File: src/rtl/fft_input_loader.sv
// Streams one 2048-sample complex frame into four 512-word RAM banks in natural
// order, then starts fft_control and holds off input until the FFT has finished.
module fft_input_loader #(
  parameter int DATA_W = 16
) (
  input  logic              iCLK,
  input  logic              iRESET,
  input  logic [DATA_W-1:0] iDATA_RE,
  input  logic [DATA_W-1:0] iDATA_IM,
  input  logic              iVALID,
  input  logic              iLAST,
  output logic              oREADY,
  input  logic              iFFT_RDY,
  output logic [3:0]        oWR_EN,
  output logic [8:0]        oWR_ADDR,
  output logic [DATA_W-1:0] oWR_RE,
  output logic [DATA_W-1:0] oWR_IM,
  output logic              oSTART,
  output logic              oBUSY,
  output logic              oERR
);

  typedef enum logic [2:0] {
    S_IDLE,
    S_LOAD,
    S_START,
    S_WAIT_ACK,
    S_RUN
  } state_t;

  state_t      state;
  state_t      state_next;
  logic [10:0] cnt;
  logic [1:0]  to_cnt;
  logic        take;
  logic        last_sample;
  logic        frame_err;
  logic        timeout;
  logic        ready_d;
  logic        start_d;
  logic        busy_d;

  // A sample offered in the cycle fft_control starts externally is dropped with the frame.
  assign take        = iVALID & oREADY & (state == S_LOAD) & iFFT_RDY;
  assign last_sample = (cnt == 11'd2047);
  assign frame_err   = take & (iLAST != last_sample);
  assign timeout     = (state == S_WAIT_ACK) & iFFT_RDY & (to_cnt == 2'd3);

  always_ff @(posedge iCLK or negedge iRESET) begin
    if (!iRESET) state <= S_IDLE;
    else         state <= state_next;
  end

  always_comb begin
    state_next = state;
    case (state)
      S_IDLE:     state_next = iFFT_RDY ? S_LOAD : S_RUN;
      S_LOAD: begin
        if (!iFFT_RDY)                state_next = S_RUN;
        else if (take && last_sample) state_next = S_START;
      end
      S_START:    state_next = S_WAIT_ACK;
      S_WAIT_ACK: begin
        if (!iFFT_RDY)            state_next = S_RUN;
        else if (to_cnt == 2'd3)  state_next = S_IDLE;
      end
      S_RUN:      if (iFFT_RDY) state_next = S_IDLE;
      default:    state_next = S_IDLE;
    endcase
  end

  // Control outputs are registered; oSTART lands one cycle after the final RAM write.
  always_comb begin
    ready_d = (state_next == S_LOAD);
    start_d = (state == S_START);
    busy_d  = (state == S_START) || (state == S_WAIT_ACK) || (state == S_RUN);
  end

  always_ff @(posedge iCLK or negedge iRESET) begin
    if (!iRESET) begin
      oREADY <= 1'b0;
      oSTART <= 1'b0;
      oBUSY  <= 1'b0;
      oERR   <= 1'b0;
      to_cnt <= '0;
    end else begin
      oREADY <= ready_d;
      oSTART <= start_d;
      oBUSY  <= busy_d;
      oERR   <= frame_err | timeout;
      to_cnt <= ((state == S_WAIT_ACK) && iFFT_RDY) ? to_cnt + 2'd1 : '0;
    end
  end

  always_ff @(posedge iCLK or negedge iRESET) begin
    if (!iRESET) begin
      cnt      <= '0;
      oWR_EN   <= '0;
      oWR_ADDR <= '0;
      oWR_RE   <= '0;
      oWR_IM   <= '0;
    end else begin
      oWR_EN <= take ? (4'b0001 << cnt[10:9]) : '0;
      if (take) begin
        oWR_ADDR <= cnt[8:0];
        oWR_RE   <= iDATA_RE;
        oWR_IM   <= iDATA_IM;
      end
      if ((state == S_LOAD) && !iFFT_RDY) cnt <= '0;
      else if (take)                      cnt <= (iLAST || last_sample) ? '0 : cnt + 11'd1;
    end
  end

endmodule
File: config.mk
export PLATFORM = sky130hd
export DESIGN_NAME = fft_input_loader
export DESIGN_NICKNAME = d
export VERILOG_FILES = /design/src/rtl/fft_input_loader.sv
export SDC_FILE = /design/constraint.sdc
export NUM_CORES = 1
export LEC_CHECK = 0
export ABC_AREA = 1
export ABC_CLOCK_PERIOD_IN_PS = 1710
export BUFFER_PORTS_ARGS = -buffer_cell sky130_fd_sc_hd__buf_2
export CAP_MARGIN = 20
export CORE_MARGIN = 3
export CORE_UTILIZATION = 46
export CTS_BUF_LIST = sky130_fd_sc_hd__clkbuf_16
export DETAILED_ROUTE_END_ITERATION = 8
export PLACE_DENSITY = 0.76
export SETUP_SLACK_MARGIN = 0.5
export SYNTH_ARGS = -nofsm -noshare
export SYNTH_HDL_FRONTEND = slang
export SYNTH_SLANG_ARGS = --single-unit
File: constraint.sdc
create_clock -name iCLK -period 1.71 [get_ports iCLK]
set_input_delay 0.171 -clock iCLK [delete_from_list [all_inputs] [get_ports iCLK]]
set_output_delay 0.171 -clock iCLK [all_outputs]
set_load 0.1 [all_outputs]
## Word-level counts from Yosys, hierarchy flattened

Index checks and enable logic that the tools add are counted.
W data, S select, Z words.

| storage, ports and cells | value |
|---|---|
| bits in registers | 65 |
| input bits | 37 |
| output and inout bits | 49 |
| logic and storage cells | 50 |

| cells by class | value |
|---|---|
| reductions and logical operators | 9 |
| mux-type cells | 12 |
| bitwise gates (word level) | 7 |
| shift operators | 1 |
| add/sub/neg operators | 2 |
| eq/ne operators | 8 |

Operators by type and width:

| operator | number |
|---|---|
| $mux W11 | 3 |
| $mux W3 | 6 |
| $pmux W3 S5 | 1 |
| $add A11 B1 Y11 const B | 1 |
| $eq A11 B11 Y1 const B | 1 |
| $and A1 B1 Y1 | 6 |
| $eq A3 B1 Y1 const B | 2 |
| $eq A3 B2 Y1 const B | 2 |
| $mux W4 | 1 |
| $shl A1 B2 Y4 const A | 1 |
| $eq A3 B3 Y1 const B | 1 |
| $logic_and A1 B1 Y1 | 3 |
| $logic_not A3 Y1 | 1 |
| $logic_or A1 B1 Y1 | 3 |
| $add A2 B1 Y2 const B | 1 |
| $eq A2 B2 Y1 const B | 1 |
| $mux W2 | 1 |
| $reduce_bool A2 Y1 | 1 |
| $logic_not A1 Y1 | 1 |
| $ne A1 B1 Y1 | 1 |
| $or A1 B1 Y1 | 1 |

## Longest topological paths before layout

Gate-level depths: netlist (run 1).

| depth | value |
|---|---|
| depth in word-level cells | 8 |
| mapped depth | 9 |
| gate-level depth less buffers | 9 |

## Worst setup path after synthesis (run 1)

No wires, ideal clock.

| path | value |
|---|---|
| path type | flip-flop to flip-flop |
| start | register oREADY |
| end | register oWR_ADDR[0] |
| stages on the path, launching flop included | 6 |
| buffers on the path | 1 |
| data arrival time | 1617 ps |
| period minus slack after synthesis | 1743 ps |
| setup slack | -33 ps |
| library setup time | 125 ps |
| cell sequence | dfrtp_1 nand2_1 inv_1 nand3_2 buf_6 mux2_4 |

| between the ends | value |
|---|---|
| word-level cells in the longest chain between the ends | 3 |

RTL lines:

| element | RTL line | source |
|---|---|---|
| from (decl) | 12 | `output logic oREADY,` |
| from (signal assigned) | 87 | `oREADY <= ready_d;` |
| $and A1 B1 Y1 (3 in a row) | 44 | `assign take = iVALID & oREADY & (state == S_LOAD) & iFFT_RDY;` |
| to (signal assigned) | 105 | `oWR_ADDR <= cnt[8:0];` |
| to (decl) | 15 | `output logic [8:0] oWR_ADDR,` |

Every way passes these cells.
A chain may end at the register's enable or synchronous reset.

## Worst setup path after layout (run 1)

| path | value |
|---|---|
| start | register cnt[1] |
| end | register cnt[9] |

| between the ends | value |
|---|---|
| word-level cells in the longest chain between the ends | 5 |

RTL lines:

| element | RTL line | source |
|---|---|---|
| from (decl) | 33 | `logic [10:0] cnt;` |
| from (signal assigned) | 110 | `else if (take) cnt <= (iLAST \|\| last_sample) ? '0 : cnt + 11'd1;` |
| parallel branches: the longest is 2 deep, another holds $add A11 B1 Y11 | -- |  |
| $mux W11 (*) (2 in a row) | 110 |  |
| $mux W11 (*) | 109 | `if ((state == S_LOAD) && !iFFT_RDY) cnt <= '0;` |

Every way passes the cells marked *. The select of a mux whose other input is x is not followed.

==> metrics, run 1 <==
Post-synth top cells nand2_1 (139), dfrtp_1 (65), inv_1 (24); Clock Root Buffer clkbuf_16; Reg2Reg Setup Slack 0.05 ns; reg2reg start cnt[1]; Area growth syn-to-layout 68.6%; I/O pin count 86; Worst Path Arrival 1.88 ns; RSZ-0062 raised after global routing true; synth warn 0; worst setup path class reg -> reg; Overflow after GRT 0; DIE AREA 0.00698 mm^2; Worst Path Required 1.92 ns; CTS Sinks 65; Post-Syn Area 0.00277 mm^2; CTS tree yes; worst reg2reg path depth 10; Tot Pwr 9.46 mW; first-pass GRT wire length 14000 um; nets@finish 482; ys async rst share 1.00; Register Area 0.00163 mm^2; clock skew 0.00707 ns; DP HPWL 4370 um; Initial DRT Pass Iterations 4; power per standard cell area 2030 mW/mm^2; 1st-iter DRT viols 237; largest net degree at the start of global routing 33; multi-input logic area 0.00137 mm^2; number of global-route vias before repair 2771; placed cell area 0.00332 mm^2; Clk pwr share 0.219; Tot GR Track Use 0.258; worst slack, placed 0.0894 ns; Final period util 0.973; final hold violations 0; post-route core utilization 0.822; synthesized instance count 314; Synth area leaders dfrtp_1 (59%), nand2_1 (19%), inv_1 (3.3%), nor2_1 (2.8%), buf_6 (2.4%); Max Buffers Root-to-Sink 2; max-slew violations 0; net switching power 4.91 mW; total internal power 4.55 mW; post-DR wirelength/cell 18.3 um; routed vias/inst 5.24; Lkg Pwr 2.50 nW; critical-path maximum fanout 3; count of different cell masters after synthesis 26; antenna fix cells 0; Synth top area share 0.588; status completed; DRT Wirelength 9480 um; placeable core area 0.00568 mm^2; fraction of layout cells with a size suffix above 1 0.566; H-tree Lvls 3; chip height 83.6 um; worst slew margin relative to its limit 0.498; Post-Syn Area per Cell 8.81 um^2; worst hold start iDATA_IM[14]; final setup margin 0.0458 ns; reg2reg end cnt[9]; post-route setup TNS 0 ns; Fillers 299; max cap viols 0; CP Launch Type register; Initial Util 0.487; DRT antenna net count 0; Reg clk slew, reported paths 0.06 ns; most common cell in the netlist nand2_1; Die W 83.6 um; fmax 0.601 GHz; Peak VDD IR 1770 uV; CTS buffer count 9; worst-skew pair later-pin latency 0.33 ns; sequential power share 0.261; syn nets 354; Setup-failing EPs final 0; Crit. End Element register; Hold Crit Class in -> reg; dominant synthesized flop cell dfrtp_1; Worst Tran Pin Value 0.753 ns; area leader, netlist dfrtp_1; port bufs 85; gp weighted congestion 0.869; sw frac 0.519; Residual DRC 0; min Tclk post-route 1.66 ns; Via Count 2718; hold worst-path end oWR_IM[14]; Seq/Total Area, Yosys 0.588; part of the power in combinational logic 0.520; hold path depth 3; Final Cell Area 0.00466 mm^2; Post-synth EDFFs 0; Yosys reg bits 65; row cnt 27; antenna violations before repair 0
==> cells by family (layout without fill, tap and decap cells) <==
family	after synthesis	count (layout)	share of synthesized area
muxes	1	1	0.00543
adders and majority gates	3	3	0.0136
buffers and inverters	37	170	0.0719
AOI/OAI and AO/OA	23	23	0.0448
and+or+nand+nor	185	185	0.276
DFF	65	65	0.588
==> routing by layer <==
layer	GRT usage	wire (um)	vias to the layer above
met4	0.114	242	0
met5	0.0152	0	-
li1	-	-	1246
met2	0.442	4930	154
met1	0.309	3560	1292
met3	0.0602	750	26
==> critical path, cell delays in order (launching register included) <==
cell and delay (ns):
dfrtp_1 0.40, buf_4 0.13, buf_4 0.09, buf_4 0.11, nand4_1 0.19, nor2_2 0.25
nand2_1 0.10, nand2_1 0.09, nand2_1 0.07, nand2_1 0.07, nand2_1 0.05
==> through the flow <==
step / hold WS, ns / instances
final: 0.0359 / 519
after global routing: 0.0507 / 519
after CTS: 0.0381 / 514
after detailed placement: 0.274 / 471
after global placement: 0.264 / 471
after floorplan: -0.125 / 314
==> worst max-delay path by stage <==
stage                start      to  slack [ns]  cells after the start
finish              cnt[1]  cnt[9]        0.05                     10
global route        cnt[1]  cnt[9]       -0.03                     10
detailed placement  cnt[1]  cnt[3]        0.09                      8
global placement    cnt[1]  cnt[3]        0.14                      8
floorplan           cnt[0]  cnt[6]        0.11                      9
CTS                 cnt[0]  cnt[5]        0.18                      9
==> state kept, by name (all words and copies together), names as in the netlist <==
signal    flops
oREADY        1
to_cnt        2
state         3
oWR_RE       16
oBUSY         1
oWR_EN        4
oERR          1
oWR_ADDR      9
cnt          11
oWR_IM       16
oSTART        1
==> what timing repair did <==
| action | 4_1_cts | 5_1_grt |
|---|---|---|
| gates resized for setup | 125 | 79 |
| hold buffers | 1 | 0 |
| pin swaps | 24 | 30 |
| hold endpoints to repair | 28 | 0 |
| buffers inserted | 14 | 4 |
| setup endpoints to repair | 109 | 62 |
| gates cloned | 12 | 1 |
==> final cells by class <==
cell class | instances | area share
inverters | 27 | 0.0252
multi-input cells | 212 | 0.293
repair buffers | 120 | 0.220
clock inverters | 7 | 0.0236
repair inverters | 7 | 0.0198
well taps | 72 | 0.0193
clock buffers | 9 | 0.0483
flip-flops and latches | 65 | 0.350
==> cells in the final DEF, fill, tap and decap left out, types with 2 or more instances in the layout <==
master,netlist,final
nand3_1,8,5
o21ai_1,11,5
inv_16,0,2
nor2_1,21,18
nor3_1,5,2
inv_2,2,4
buf_8,0,2
inv_8,0,5
buf_2,2,36
buf_6,6,3
nor2_2,2,2
dfrtp_1,65,62
nand2_4,0,23
clkbuf_16,0,10
buf_12,0,4
nor2_4,2,5
a21oi_2,1,2
buf_16,0,6
nand2_1,139,68
inv_1,24,23
nor3_2,0,2
a21oi_1,6,5
bufinv_16,0,3
nand3_2,2,3
dfrtp_2,0,2
o21ai_2,0,9
nand4_1,2,2
buf_4,2,67
nand2_2,2,50
nand3_4,0,2
==> power groups by stage <==
stage	Sequential, mW	Combinational (mW)	Clock, mW
3_3_place_gp	2.29	4.13	0
3_5_place_dp	2.30	4.17	0
2_1_floorplan	5.13	0.643	0
6_report	2.47	4.92	2.07
4_1_cts	2.34	4.62	2.06
5_1_grt	2.52	5.08	2.18
No activity file was read; power rests on OpenSTA's default activity.
==> run 2, diff against run 1 <==
--- a/config.mk
+++ b/config.mk
@@ -11,7 +11,6 @@
 export CAP_MARGIN = 20
 export CORE_MARGIN = 3
 export CORE_UTILIZATION = 46
-export CTS_BUF_LIST = sky130_fd_sc_hd__clkbuf_16
 export DETAILED_ROUTE_END_ITERATION = 8
 export PLACE_DENSITY = 0.76
 export SETUP_SLACK_MARGIN = 0.5
==> metrics, run 2 (synthesis results as in run 1) <==
CTS tree yes; first-pass GRT wire length 13400 um; row cnt 27; max cap viols 0; Lkg Pwr 2.49 nW; Fillers 277; Worst Path Arrival 1.84 ns; worst setup path class reg -> reg; crit-path max cell delay 0.44 ns; post-route setup TNS 0 ns; post-route core utilization 0.837; DP HPWL 4370 um; nets@finish 483; Die W 83.6 um; largest net degree at the start of global routing 33; CTS buffer count 9; Clock Root Buffer clkbuf_8; Inst Count DP 471; final hold violations 0; chip height 83.6 um; H-tree Lvls 3; status completed; I/O pin count 86; DRT antenna net count 0; Overflow after GRT 0; 1st-iter DRT viols 194; Crit. End Element register; min Tclk post-route 1.64 ns; Worst Tran Pin Value 0.480 ns; number of global-route vias before repair 2721; CP bufs+invs 1; most frequent cells in the layout nand2_1 (61), dfrtp_1 (60), nand2_2 (49); Area growth syn-to-layout 71.8%; worst slew margin relative to its limit 0.680; Worst Path Required 1.91 ns; Via Count 2675; routed vias/inst 5.14; Peak VDD IR 1650 uV; biggest regs oWR_IM x16, oWR_RE x16, cnt x11; Hold Crit Class in -> reg; max-slew violations 0; gp weighted congestion 0.869; Non-Filler Instances 520; placeable core area 0.00568 mm^2; hold slack 0.0258 ns; Reg clk slew, reported paths 0.07 ns; uppermost layer routed met4; Tot GR Track Use 0.242; critical-path maximum fanout 5; met3 routed WL 659 um; CP Launch Type register; clock skew 0.00624 ns; Max Buffers Root-to-Sink 2; DIE AREA 0.00698 mm^2; met1 WL 3620 um; fraction of layout cells with a size suffix above 1 0.580; Critical Path Slowest Stage Cell dfrtp_1; RSZ-0062 raised after global routing true; antenna violations before repair 0; power per standard cell area 1950 mW/mm^2; antenna fix cells 0; WL met2 4790 um; most common cell after layout, fill and taps aside nand2_1; worst-skew pair later-pin latency 0.34 ns; fmax 0.611 GHz; port bufs 85; Setup-failing EPs final 0; Initial DRT Pass Iterations 4; Final period util 0.958; DRT Wirelength 9270 um; CP cell instances nand2_1 > nor2_1 > nand4_1 > ha_2 > inv_2 > nor2_4 > nand3_1 > o21ai_1; Residual DRC 0; CTS Sinks 65; post-DR wirelength/cell 17.8 um; family with the most delay on the worst path simple AND/OR/NAND/NOR gates; Initial Util 0.487
run 2: cell types whose count changed in the layout (fill, tap and decap cells not counted), sizes merged:
| cell | change |
|---|---|
| inv | -3 |
| clkbuf | +2 |
| buf | +1 |
| clkinv | +1 |
run 2: what timing repair did:
item | in CTS | in global routing
hold buffers | 1 | 0
cloned | 12 | 2
endpoints found under the setup margin | 109 | 88
resized for setup | 136 | 111
setup buffers | 15 | 3
hold endpoints to repair | 28 | 0
pin swaps | 36 | 17
run 2: tightest hold or removal path, stage by stage:
cell	delay, ns
buf_2	0.09
nand2_2	0.04
nand2_1	0.04
run 2: through the flow:
| stage | worst slack [ns] | total power [mW] | area, um^2 |
|---|---|---|---|
| floorplan | 0.107 | 5.77 | 2840 |
| finish | 0.0727 | 9.27 | 4750 |
| global route | -0.0962 | 9.59 | 4750 |
| CTS | 0.201 | 8.66 | 4310 |
| global placement | 0.139 | 6.41 | 3320 |
| detailed placement | 0.0894 | 6.47 | 3320 |
run 2: cell type report:
| class | instances | area (um^2) | area share |
|---|---|---|---|
| Clock buffer | 11 | 141 | 0.0298 |
| Inverter | 27 | 118 | 0.0247 |
| Multi-Input combinational cell | 212 | 1420 | 0.298 |
| Timing Repair inverter | 7 | 97.6 | 0.0205 |
| Timing Repair Buffer | 121 | 1150 | 0.242 |
| Clock inverter | 5 | 103 | 0.0216 |
| Sequential cell | 65 | 1640 | 0.344 |
| Tap cell | 72 | 90.1 | 0.0190 |
run 2: path summary, 6_finish.rpt:
check	start	endpoint	slack (ns)	depth (start not counted)
min reg2reg	to_cnt[0]	to_cnt[0]	0.44	1
min in group asynchronous	iRESET	oWR_IM[6]	0.35	2
min	iDATA_IM[0]	oWR_IM[0]	0.03	3
max in group asynchronous	iRESET	oWR_RE[13]	0.83	3
max reg2reg	cnt[5]	cnt[10]	0.07	8
max	cnt[5]	cnt[10]	0.07	8
run 2: report_power, final:
group / internal [mW] / switching (mW) / total (mW)
logic: 1.32 / 3.79 / 5.11
clock network: 1.01 / 0.604 / 1.61
registers: 2.02 / 0.523 / 2.55
total: 4.35 / 4.92 / 9.27
run 2: per-layer routing:
layer / vias to the layer above / track usage
li1: 1232 / -
met1: 1292 / 0.306
met2: 128 / 0.415
met3: 23 / 0.0474
met4: 0 / 0.0863
met5: - / 0
